## config.mk

```make
export PLATFORM = sky130hd
export DESIGN_NAME = seg7_scan_display
export DESIGN_NICKNAME = d
export VERILOG_FILES = /design/src/rtl/seg7_scan_display_pkg.sv /design/src/rtl/seg7_scan_display_hex_to_seg7.sv /design/src/rtl/seg7_scan_display.sv
export SDC_FILE = /design/constraint.sdc
export NUM_CORES = 1
export LEC_CHECK = 0
export ABC_AREA = 1
export ABC_CLOCK_PERIOD_IN_PS = 5410
export BUFFER_PORTS_ARGS = -buffer_cell sky130_fd_sc_hd__buf_4
export CORE_UTILIZATION = 40
export CTS_BUF_LIST = sky130_fd_sc_hd__clkbuf_16
export DETAILED_ROUTE_END_ITERATION = 7
export GPL_TIMING_DRIVEN = 0
export HOLD_SLACK_MARGIN = 0.08
export SLEW_MARGIN = 15
export SYNTH_ARGS = -nofsm -noshare
export SYNTH_HDL_FRONTEND = slang
export SYNTH_HIERARCHICAL = 1
export SYNTH_SLANG_ARGS = --single-unit
export TNS_END_PERCENT = 30
```

## constraint.sdc

```tcl
create_clock -name clk -period 5.41 [get_ports clk]
set_input_delay 0 -clock clk [delete_from_list [all_inputs] [get_ports clk]]
set_output_delay 0 -clock clk [all_outputs]
set_load 0.02 [all_outputs]
```

## src/rtl/seg7_scan_display_pkg.sv

```systemverilog
// Shared constants for the 4-digit multiplexed 7-segment scanner:
// active-high segment patterns, FSM state encoding and digit count.
package seg7_scan_display_pkg;

   localparam int NUM_DIGITS = 4;

   typedef enum logic {
      ST_BLANK = 1'b0,
      ST_SCAN  = 1'b1
   } state_t;

   // Segment patterns {g,f,e,d,c,b,a}, active-high (inverted at the pins)
   localparam logic [6:0] SEG_0 = 7'h3F;
   localparam logic [6:0] SEG_1 = 7'h06;
   localparam logic [6:0] SEG_2 = 7'h5B;
   localparam logic [6:0] SEG_3 = 7'h4F;
   localparam logic [6:0] SEG_4 = 7'h66;
   localparam logic [6:0] SEG_5 = 7'h6D;
   localparam logic [6:0] SEG_6 = 7'h7D;
   localparam logic [6:0] SEG_7 = 7'h07;
   localparam logic [6:0] SEG_8 = 7'h7F;
   localparam logic [6:0] SEG_9 = 7'h6F;
   localparam logic [6:0] SEG_A = 7'h77;
   localparam logic [6:0] SEG_B = 7'h7C;
   localparam logic [6:0] SEG_C = 7'h39;
   localparam logic [6:0] SEG_D = 7'h5E;
   localparam logic [6:0] SEG_E = 7'h79;
   localparam logic [6:0] SEG_F = 7'h71;

endpackage

```

## src/rtl/seg7_scan_display_hex_to_seg7.sv

```systemverilog
// Combinational hex nibble to 7-segment decoder, active-high segments.
module seg7_scan_display_hex_to_seg7
   import seg7_scan_display_pkg::*;
(
   input  logic [3:0] nib,
   output logic [6:0] seg
);

   // Table lookup of the glyph for one hex digit
   always_comb begin
      seg = SEG_0;
      case (nib)
         4'h0: seg = SEG_0;
         4'h1: seg = SEG_1;
         4'h2: seg = SEG_2;
         4'h3: seg = SEG_3;
         4'h4: seg = SEG_4;
         4'h5: seg = SEG_5;
         4'h6: seg = SEG_6;
         4'h7: seg = SEG_7;
         4'h8: seg = SEG_8;
         4'h9: seg = SEG_9;
         4'hA: seg = SEG_A;
         4'hB: seg = SEG_B;
         4'hC: seg = SEG_C;
         4'hD: seg = SEG_D;
         4'hE: seg = SEG_E;
         4'hF: seg = SEG_F;
         default: seg = SEG_0;
      endcase
   end

endmodule

```

## src/rtl/seg7_scan_display.sv

```systemverilog
// 4-digit common-anode scanner for the CPU debug values. Values are
// snapshotted on the falling edge of clk_cpu (half a CPU period after they
// change) and scanned digit by digit with optional blanking between digits.
module seg7_scan_display
   import seg7_scan_display_pkg::*;
#(
   parameter int SCAN_DIV     = 50000,
   parameter int BLANK_CYCLES = 500
) (
   input  logic        clk,
   input  logic        reset_n,
   input  logic        clk_cpu,
   input  logic        freeze,
   input  logic [15:0] dat_in,
   input  logic [3:0]  dp_in,
   output logic [6:0]  seg_n,
   output logic        dp_n,
   output logic [3:0]  dig_n
);

   localparam int CNT_MAX    = (SCAN_DIV > BLANK_CYCLES) ?
                               ((SCAN_DIV > 2) ? SCAN_DIV : 2) :
                               ((BLANK_CYCLES > 2) ? BLANK_CYCLES : 2);
   localparam int CNT_W      = $clog2(CNT_MAX);
   localparam int IDX_W      = $clog2(NUM_DIGITS);
   localparam int SCAN_LAST  = SCAN_DIV - 1;
   localparam int BLANK_LAST = (BLANK_CYCLES > 0) ? BLANK_CYCLES - 1 : 0;

   logic             clk_cpu_d;
   logic             fall;
   logic [15:0]      snap;
   logic [3:0]       dps;
   state_t           state, state_nxt;
   logic [CNT_W-1:0] cnt, cnt_nxt;
   logic [IDX_W-1:0] idx, idx_nxt;
   logic [3:0]       nib;
   logic [6:0]       seg;

   assign fall = clk_cpu_d & ~clk_cpu;

   // Falling-edge detect on clk_cpu and snapshot capture (freeze wins)
   always_ff @(posedge clk) begin
      if (!reset_n) begin
         clk_cpu_d <= 1'b0;
         snap      <= '0;
         dps       <= '0;
      end else begin
         clk_cpu_d <= clk_cpu;
         if (fall && !freeze) begin
            snap <= dat_in;
            dps  <= dp_in;
         end
      end
   end

   // Next state: blank gap, then drive the next digit; with no gap, scan back to back
   always_comb begin
      state_nxt = state;
      cnt_nxt   = cnt + 1'b1;
      idx_nxt   = idx;
      case (state)
         ST_BLANK: begin
            if (BLANK_CYCLES == 0 || cnt == CNT_W'(BLANK_LAST)) begin
               cnt_nxt   = '0;
               idx_nxt   = idx + 1'b1;
               state_nxt = ST_SCAN;
            end
         end
         ST_SCAN: begin
            if (cnt == CNT_W'(SCAN_LAST)) begin
               cnt_nxt = '0;
               if (BLANK_CYCLES == 0) begin
                  idx_nxt = idx + 1'b1;
               end else begin
                  state_nxt = ST_BLANK;
               end
            end
         end
         default: begin
            state_nxt = ST_BLANK;
            cnt_nxt   = '0;
         end
      endcase
   end

   assign nib = snap[4*idx_nxt +: 4];

   seg7_scan_display_hex_to_seg7 u_hex (
      .nib (nib),
      .seg (seg)
   );

   // State/counter registers and registered pin drive, updated on the same edge
   always_ff @(posedge clk) begin
      if (!reset_n) begin
         state <= ST_BLANK;
         cnt   <= '0;
         idx   <= IDX_W'(NUM_DIGITS - 1);
         seg_n <= 7'h7F;
         dp_n  <= 1'b1;
         dig_n <= 4'hF;
      end else begin
         state <= state_nxt;
         cnt   <= cnt_nxt;
         idx   <= idx_nxt;
         if (state_nxt == ST_SCAN) begin
            seg_n <= ~seg;
            dp_n  <= ~dps[idx_nxt];
            dig_n <= ~(4'b0001 << idx_nxt);
         end else begin
            seg_n <= 7'h7F;
            dp_n  <= 1'b1;
            dig_n <= 4'hF;
         end
      end
   end

endmodule

```

==> run_results.csv, run 1 <==
group,metric,value,unit
run_status,status,"finished, final reports clean",
clocking,clock-sinks,52,
synth,syn-instance-count,341,
finish,drive_above_1_share,0.216,
sta,fin_setup_tns,0,ns
global_routing,grt_antenna_before_repair,0,
critical_path,critical_path_class,"register to register",
clocking,cts.path.max_buffers,2,
clocking,cts-root-buf,"clkbuf_16",
route,detail_route.first_pass.iterations,4,
synth,synth_area,2530,sq um
die,die_w,81.5,um
global_routing,track_usage,0.180,
min_path,holdPathStages,4,
die,initial_core_util,0.422,
global_routing,met3_usage,0.0511,
placement,port_buffers,35,
synth,ys_types,32,
die,chipHeight,81.5,um
critical_path,crit_path_end_kind,"register",
sta,setup_viol,0,
critical_path,ff2ff_setup_slack,2.81,ns
critical_path,critPathMaxFanout,10,
route,vias,2236,
global_routing,top_usage_layer,"met2",
finish,final_cell_mix,"73 x nand2_1, 52 x dfxtp_1, 43 x inv_1, 36 x buf_4, 32 x nor2_1",
finish,mostFrequentLayoutCell,"nand2_1",
power,power_density,232,nW/um^2
global_routing,grt_pass1_wl,9200,um
global_routing,grt.overflow.total,0,
power,netSwitchingPower,165,uW
power,power,758,uW
placement,dp.cells,451,
global_routing,grt_max_degree,15,
placement,place_hpwl,3610,um
sta,rsz0062_at_grt,"false",
power,max-vdd-ir-drop,0.135,mV
sta,slew_headroom,0.700,
route,drt_iter0_drc,69,
route,drc_errors,0,
clocking,ctsHoldBuffers,25,
finish,multi_input_area,1240,sq um
synth,syn_nets,373,
power,pwr-share-seq,0.521,
route,routed_via_density,4.63,
sta,fmax,384,MHz
clocking,cts_tree,"done",
synth,seq_area_frac_synth,0.412,
min_path,min_path_type,"input port to register",
global_routing,grt_pass1_vias,2207,
global_routing,globalRouteMet1Util,0.215,
sta,worst_pin_slew,0.450,ns
clocking,cts_resized,0,
synth,avgSynthCellArea,7.41,sq um
finish,regArea,1040,sq um
sta,drv_slew,0,
power,comb_power_share,0.088,
sta,min_period_over_period,0.481,
synth,synth-seq-cells,52,
clocking,path_clk_slew,0.06,ns
route,wirelength,5090,um
power,leakage,1.35,nW
power,clockPowerShare,0.391,
route,routedWlPerCell,10.5,um
critical_path,ff2ff_path_depth,17,
die,pin_count,36,
synth,ys_warn_count,6,
finish,antenna_cells,0,
critical_path,arrival,2.78,ns
placement,gp_congestion,0.786,
global_routing,use_met2,0.311,
finish,nFillCells,592,
critical_path,crit_path_start_kind,"register",
clocking,postCtsSetupRepairBufs,0,
finish,nNetsFinal,440,
clocking,clk_latency,0.29,ns
finish,syn_to_final_growth,29.3,%
power,p_int,593,uW
critical_path,worstPathRequired,5.59,ns
die,dieArea,6640,sq um
power,p_sw_frac,0.217,
clocking,cts_max_level,2,
finish,stdcell_count,483,
die,coreArea,5990,sq um
job,drv_cap,0,
sta,hold_violations,0,
die,rows,28,
sta,fin_worst_skew,0.00450,ns
clocking,numCtsBuffers,5,
route,drtAntennaViolNets,0,
sta,period_needed,2.60,ns
## metrics by stage
stage	utilization	worst slack [ns]	cell area [sq um]	hold WS [ns]
2_1_floorplan	-	3.15	2530	0.0935
3_3_place_gp	0.481	2.84	2880	0.186
3_5_place_dp	0.481	2.84	2880	0.189
4_1_cts	0.546	2.82	3270	0.408
5_1_grt	0.546	2.54	3270	0.464
6_report	0.546	2.81	3270	0.403
## path summary, 6_finish.rpt
kind / start / endpoint
setup / recovery: cnt[0]$_SDFF_PN0_ / seg_n[3]$_SDFF_PN1_
hold / removal: freeze / snap[9]$_SDFFE_PN0P_
setup reg to reg: cnt[0]$_SDFF_PN0_ / seg_n[3]$_SDFF_PN1_
hold reg to reg: snap[3]$_SDFFE_PN0P_ / snap[3]$_SDFFE_PN0P_
## layer usage
layer	wire, um	vias up
li1	-	1209
met5	0	-
met2	2450	40
met4	39	0
met3	182	4
met1	2420	983
## state kept, by name (all words and copies together), names as in the netlist
signal     cells
state          1
clk_cpu_d      1
idx            2
seg_n          7
cnt           16
dps            4
dig_n          4
dp_n           1
snap          16
## layout make-up
cell class / instances / area share
Timing Repair Buffer: 60 / 0.157
Tap cell: 75 / 0.0287
Sequential cell: 52 / 0.319
Buffer: 11 / 0.0203
Inverter: 48 / 0.0559
Clock inverter: 2 / 0.00268
Multi-Input combinational cell: 230 / 0.379
Clock buffer: 5 / 0.0383
## power by group through the flow
stage	registers (mW)	logic (mW)	clock network, mW
2_1_floorplan	0.403	0.0318	0
3_3_place_gp	0.403	0.0510	0
3_5_place_dp	0.403	0.0513	0
4_1_cts	0.395	0.0656	0.307
5_1_grt	0.395	0.0761	0.321
6_report	0.395	0.0667	0.297
## cells in the mapped netlist
library cell	n	share of area
dfxtp_1	52	0.41
nor3_1	4	0.0079
xor2_1	3	0.010
nand3_4	1	0.0069
buf_4	1	0.0030
nor2_2	6	0.015
o22ai_1	2	0.0049
buf_2	2	0.0040
ha_1	8	0.040
clkinv_2	2	0.0040
o32ai_1	1	0.0035
nand3_1	16	0.032
inv_2	4	0.0059
clkbuf_1	6	0.0089
nand3b_1	1	0.0030
nor2_4	2	0.0089
nand4_2	1	0.0049
o21ai_2	8	0.028
nand2_1	73	0.11
nor2_1	32	0.048
nand3_2	2	0.0079
nand4_1	6	0.015
inv_1	42	0.062
o21ai_0	23	0.046
buf_6	1	0.0045
a21oi_1	21	0.042
nand2_4	3	0.013
buf_8	1	0.0059
nand2_2	12	0.030
or3b_2	1	0.0035
xnor2_1	3	0.010
nor4_1	1	0.0025
## cells by family after synthesis
kind of cell	count (synthesis)	synth area share
simple gates	161	0.306
xor+xnor	6	0.0208
buf+inv	59	0.0985
flops	52	0.412
fa+ha+maj	8	0.0396
compound gates	55	0.123
## critical path, stage by stage (launching register included)
cell     delay [ns]
dfxtp_1        0.39
ha_1           0.27
nand4_1        0.14
nor2_2         0.19
nand3_4        0.12
nand2_4        0.12
buf_8          0.16
nand2_2        0.07
o21ai_2        0.06
nand2_1        0.06
nand2_1        0.17
inv_1          0.12
ha_1           0.29
nand2_1        0.06
o21ai_0        0.09
nand2_1        0.07
nand2_1        0.06
nand2_1        0.04
Power figures use the tool's default switching activity.
==> run 2: changes to the inputs <==
ABC_CLOCK_PERIOD_IN_PS = 2200   (was 5410)
clock period = 2.2 ns   (was 5.41 ns; I/O delays follow)
==> run 2 against run 1 <==
Sequential cell count unchanged. Sequential share of layout area fell by 1.9 points. Non-clock buffer count increased by 15. Via count grew 4.3%. Critical path type unchanged. Critical path depth is the same. Wire length is 13% higher. Register-to-register slack got worse by 2.8 ns. Critical endpoint unchanged. Total power grew to 2.7 times the previous value. Combinational power rose to 2.8 times the previous value. Global-route usage increased by 1.2 points.
==> run_results.csv, run 2 (same netlist as run 1, synthesis figures left out) <==
group,metric,value,unit
critical_path,crit_path_end_kind,"register",
power,power_density,575,nW/um^2
finish,stdcell_area,3560,sq um
clocking,path_clk_slew,0.07,ns
finish,stdcell_count,499,
global_routing,grt_pass1_vias,2265,
route,drt_iter0_drc,83,
power,power,2.05,mW
sta,hold_ws,0.400,ns
sta,fmax,461,MHz
clocking,cts.path.max_buffers,2,
job,drv_cap,0,
die,initial_core_util,0.422,
clocking,cts_max_level,2,
critical_path,critical_path_class,"register to register",
finish,multi_input_area,1350,sq um
finish,syn_to_final_growth,40.8,%
clocking,clock-sinks,52,
global_routing,grt.overflow.total,0,
critical_path,timing.rr.start,"cnt[1]$_SDFF_PN0_",
die,rows,28,
run_status,status,"finished, final reports clean",
placement,place_area,2890,sq um
global_routing,grt_pass1_wl,9810,um
global_routing,grt_max_degree,17,
sta,hold_violations,0,
route,detail_route.first_pass.iterations,4,
sta,rsz0062_at_grt,"true",
sta,setup_slack,0.0323,ns
finish,largestRegisters,"cnt: 16 flops, snap: 16 flops, seg_n: 7 flops",
route,vias,2332,
placement,gp_congestion,0.813,
clocking,cts_tree,"done",
placement,place_hpwl,3730,um
finish,antenna_cells,0,
clocking,clk_latency,0.29,ns
critical_path,worstPathRequired,2.38,ns
die,coreArea,5990,sq um
finish,regArea,1060,sq um
sta,slew_headroom,0.703,
route,wirelength,5740,um
die,chipHeight,81.5,um
die,dieArea,6640,sq um
route,drtAntennaViolNets,0,
critical_path,crit_path_start_kind,"register",
finish,final_cell_mix,"67 x nand2_1, 51 x buf_4, 41 x dfxtp_1, 39 x inv_1, 32 x nor2_1",
finish,drive_above_1_share,0.311,
die,die_w,81.5,um
route,routed_via_density,4.67,
critical_path,setup.worst_path.start,"cnt[1]$_SDFF_PN0_",
min_path,min_path_type,"input port to register",
sta,drv_slew,0,
placement,dp.cells,451,
critical_path,arrival,2.34,ns
sta,min_period_over_period,0.985,
sta,fin_worst_skew,0.00708,ns
power,leakage,1.51,nW
global_routing,grt_antenna_before_repair,0,
finish,mostFrequentLayoutCell,"nand2_1",
route,drc_errors,0,
global_routing,track_usage,0.191,
clocking,cts-root-buf,"clkbuf_16",
clocking,numCtsBuffers,5,
sta,period_needed,2.17,ns
die,pin_count,36,
min_path,hold_start,"freeze",
route,routedWlPerCell,11.5,um
finish,nFillCells,566,
sta,setup_viol,0,
placement,port_buffers,35,
finish,nNetsFinal,455,
placement,place_ws,-0.273,ns
critical_path,critPathMaxFanout,7,
power,max-vdd-ir-drop,0.334,mV
sta,worst_pin_slew,0.446,ns
-- run 2: cell types whose count changed in the layout (fill, tap and decap cells not counted), moves of 4 or more --
| cell | delta |
|---|---|
| buf_4 | +15 |
| dfxtp_1 | -11 |
| dfxtp_2 | +7 |
| dfxtp_4 | +4 |
| ha_1 | -5 |
| inv_1 | -4 |
| nand2_1 | -6 |
| nand2_4 | +7 |
-- run 2: metal layers --
metal | vias to the layer above | GRT usage | share of wire
met4 | 0 | 0.0696 | 0.020
li1 | 1240 | - | -
met2 | 36 | 0.345 | 0.51
met1 | 1045 | 0.224 | 0.45
met3 | 11 | 0.0344 | 0.028
met5 | - | 0 | 0
-- run 2: path summary, 6_finish.rpt --
| check | to | slack (ns) | cells after the start |
|---|---|---|---|
| worst max-delay path | seg_n[3]$_SDFF_PN1_ | 0.03 | 17 |
| worst max register to register | seg_n[3]$_SDFF_PN1_ | 0.03 | 17 |
| worst min-delay path | snap[10]$_SDFFE_PN0P_ | 0.40 | 4 |
| worst min register to register | snap[2]$_SDFFE_PN0P_ | 0.45 | 2 |
-- run 2: area by class of cell --
class,count,area share
inverter,48,0.0534
clock buffer,5,0.0351
sequential,52,0.299
clock inverter,3,0.0120
multi-input combinational,230,0.378
buffer,11,0.0200
tap,75,0.0264
timing repair buffer,75,0.176
-- run 2: worst max-delay path, cell delays in order (launching register included) --
cell	delay, ns
dfxtp_4	0.36
ha_4	0.14
nand3_2	0.09
nor2_4	0.13
nand3_2	0.10
nand2_4	0.09
nand2_4	0.08
buf_12	0.15
o21ai_4	0.16
nand2_2	0.08
nand2_4	0.10
inv_4	0.05
ha_4	0.27
nand2_4	0.04
o21ai_2	0.05
nand2_1	0.05
nand2_1	0.05
nand2_1	0.05
-- run 2: timing repair --
action / CTS / global route
pin swaps: 10 / 13
gates resized for setup: 19 / 23
buffers inserted: 11 / 4
setup endpoints to repair: 7 / 7
hold buffers: 25 / 0
hold endpoints to repair: 26 / 0
-- run 2: where the power goes --
group          switching (mW)  internal [mW]  total, mW  leakage (nW)
Combinational          0.0847          0.103      0.188         0.999
Clock                   0.356          0.535      0.891        0.0798
Sequential             0.0119          0.957      0.969         0.428
Total                   0.452           1.60       2.05          1.51
-- run 2: through the flow --
stage	TNS (ns)	utilization
finish	0	0.594
global route	-0.701	0.594
CTS	0	0.575
detailed placement	-1.16	0.483
global placement	-1.02	0.483
floorplan	0	-
==> run 3: changes to the inputs <==
CTS_CLUSTER_SIZE = 40   (was unset)
PLACE_DENSITY_LB_ADDON = 0.3   (was unset)
REMOVE_ABC_BUFFERS = 1   (was unset)
==> run 3 against run 2 <==
Non-clock buffer count decreased by 14. Largest power group unchanged. Clock-buffer cell count unchanged. Critical endpoint unchanged. Sequential share of layout area grew 1.3 points. Cell area shrank 5.4%.
==> run_results.csv, run 3 (same netlist as run 1, synthesis figures left out) <==
group,metric,value,unit
route,drtAntennaViolNets,0,
sta,worst_pin_slew,0.793,ns
finish,syn_to_final_growth,33.2,%
placement,dp.cells,440,
sta,fmax,463,MHz
die,pin_count,36,
die,rows,28,
power,netSwitchingPower,405,uW
sta,rsz0062_at_grt,"true",
sta,hold_violations,0,
sta,drv_slew,0,
placement,place_ws,-0.440,ns
finish,drive_above_1_share,0.273,
die,dieArea,6640,sq um
global_routing,grt.overflow.total,0,
die,chipHeight,81.5,um
sta,slew_headroom,0.469,
clocking,cts.path.max_buffers,2,
route,vias,2258,
power,max-vdd-ir-drop,0.341,mV
sta,min_period_over_period,0.981,
min_path,hold_start,"snap[2]$_SDFFE_PN0P_",
critical_path,setup.worst_path.start,"cnt[1]$_SDFF_PN0_",
clocking,cts_max_level,2,
clocking,clk_latency,0.28,ns
route,routed_via_density,4.65,
critical_path,crit_path_start_kind,"register",
die,initial_core_util,0.422,
placement,gp_congestion,0.837,
route,drc_errors,0,
power,comb_power_share,0.090,
placement,port_buffers,35,
job,drv_cap,0,
sta,fin_worst_skew,0.00593,ns
finish,mostFrequentLayoutCell,"nand2_1",
critical_path,crit_path_end_kind,"register",
power,leakage,1.41,nW
finish,largestRegisters,"cnt: 16 flops, snap: 16 flops, seg_n: 7 flops",
power,clockPowerShare,0.390,
critical_path,timing.rr.start,"cnt[1]$_SDFF_PN0_",
sta,setup_slack,0.0411,ns
clocking,clock-sinks,52,
critical_path,critPathMaxFanout,5,
clocking,numCtsBuffers,5,
critical_path,critical_path_class,"register to register",
die,die_w,81.5,um
power,p_int,1.46,mW
power,pwr-share-seq,0.520,
min_path,min_path_type,"register to register",
finish,nNetsFinal,442,
route,routedWlPerCell,10.6,um
finish,antenna_cells,0,
power,p_sw_frac,0.217,
critical_path,worstPathRequired,2.34,ns
run_status,status,"finished, final reports clean",
finish,nFillCells,567,
finish,final_cell_mix,"67 x nand2_1, 49 x buf_4, 47 x dfxtp_1, 41 x inv_1, 32 x nor2_1",
global_routing,grt_max_degree,41,
finish,stdcell_count,486,
placement,place_hpwl,3330,um
critical_path,arrival,2.30,ns
global_routing,grt_antenna_before_repair,0,
global_routing,grt_pass1_vias,2151,
power,power_density,555,nW/um^2
finish,regArea,1050,sq um
finish,multi_input_area,1300,sq um
sta,setup_viol,0,
route,detail_route.first_pass.iterations,4,
clocking,cts_tree,"done",
die,coreArea,5990,sq um
global_routing,track_usage,0.176,
clocking,cts-root-buf,"clkbuf_16",
clocking,path_clk_slew,0.07,ns
sta,period_needed,2.16,ns
route,wirelength,5160,um
route,drt_iter0_drc,91,
global_routing,grt_pass1_wl,9150,um
run 3: cell types whose count changed in the layout (fill, tap and decap cells not counted), sizes merged, moves of 2 or more:
cell,before,now
buf,55,49
clkbuf,11,5
dlygate4sd3,25,23
inv,46,48
run 3: per-stage QoR:
| step | hold slack, ns | power, mW | instance area [sq um] | TNS [ns] | util |
|---|---|---|---|---|---|
| floorplan | 0.0691 | 1.06 | 2460 | -0.222 | - |
| global placement | 0.185 | 1.11 | 2820 | -2.14 | 0.470 |
| detailed placement | 0.199 | 1.11 | 2820 | -2.48 | 0.470 |
| CTS | 0.447 | 1.88 | 3330 | 0 | 0.556 |
| global route | 0.475 | 1.95 | 3370 | -0.801 | 0.562 |
| finish | 0.448 | 1.87 | 3370 | 0 | 0.562 |
run 3: final cells by class:
class	count	share of cell area
clock inverter	3	0.00335
tap	75	0.0279
timing repair buffer	72	0.178
inverter	48	0.0558
clock buffer	5	0.0372
sequential	52	0.312
multi-input combinational	231	0.386
run 3: final timing paths:
path                                             end  slack [ns]  cells after the start
worst max-delay path             seg_n[3]$_SDFF_PN1_        0.04                     16
worst min-delay path            snap[2]$_SDFFE_PN0P_        0.45                      2
worst min register to register  snap[2]$_SDFFE_PN0P_        0.45                      2
worst max register to register   seg_n[3]$_SDFF_PN1_        0.04                     16
run 3: layer usage:
metal	track usage	share of wire
met1	0.211	0.46
met2	0.316	0.50
met3	0.0367	0.030
met4	0.0482	0.0074
met5	0	0
run 3: timing repair:
| action | in CTS | in global routing |
|---|---|---|
| cloned | 1 | 0 |
| hold buffers | 23 | 0 |
| endpoints found under the setup margin | 7 | 7 |
| setup buffers | 12 | 2 |
| pin swaps | 9 | 4 |
| endpoints found under the hold margin | 23 | 0 |
| resized for setup | 14 | 9 |
run 3: critical path, stage by stage, from the launching register on:
cell	delay, ns
dfxtp_2	0.35
ha_4	0.14
nand4_1	0.08
nor2_2	0.17
nand3_4	0.15
nand2_2	0.12
nand2_4	0.07
inv_4	0.09
nand2_1	0.07
nand2_2	0.10
inv_2	0.07
ha_1	0.28
nand2_1	0.06
o21ai_0	0.08
nand2_1	0.06
nand2_1	0.06
nand2_1	0.04
run 3: power groups by stage:
stage,Clock [mW],Sequential [mW],Combinational (mW)
floorplan,0,0.990,0.0724
global placement,0,0.991,0.119
detailed placement,0,0.992,0.120
CTS,0.750,0.971,0.164
global route,0.790,0.973,0.191
finish,0.729,0.971,0.169
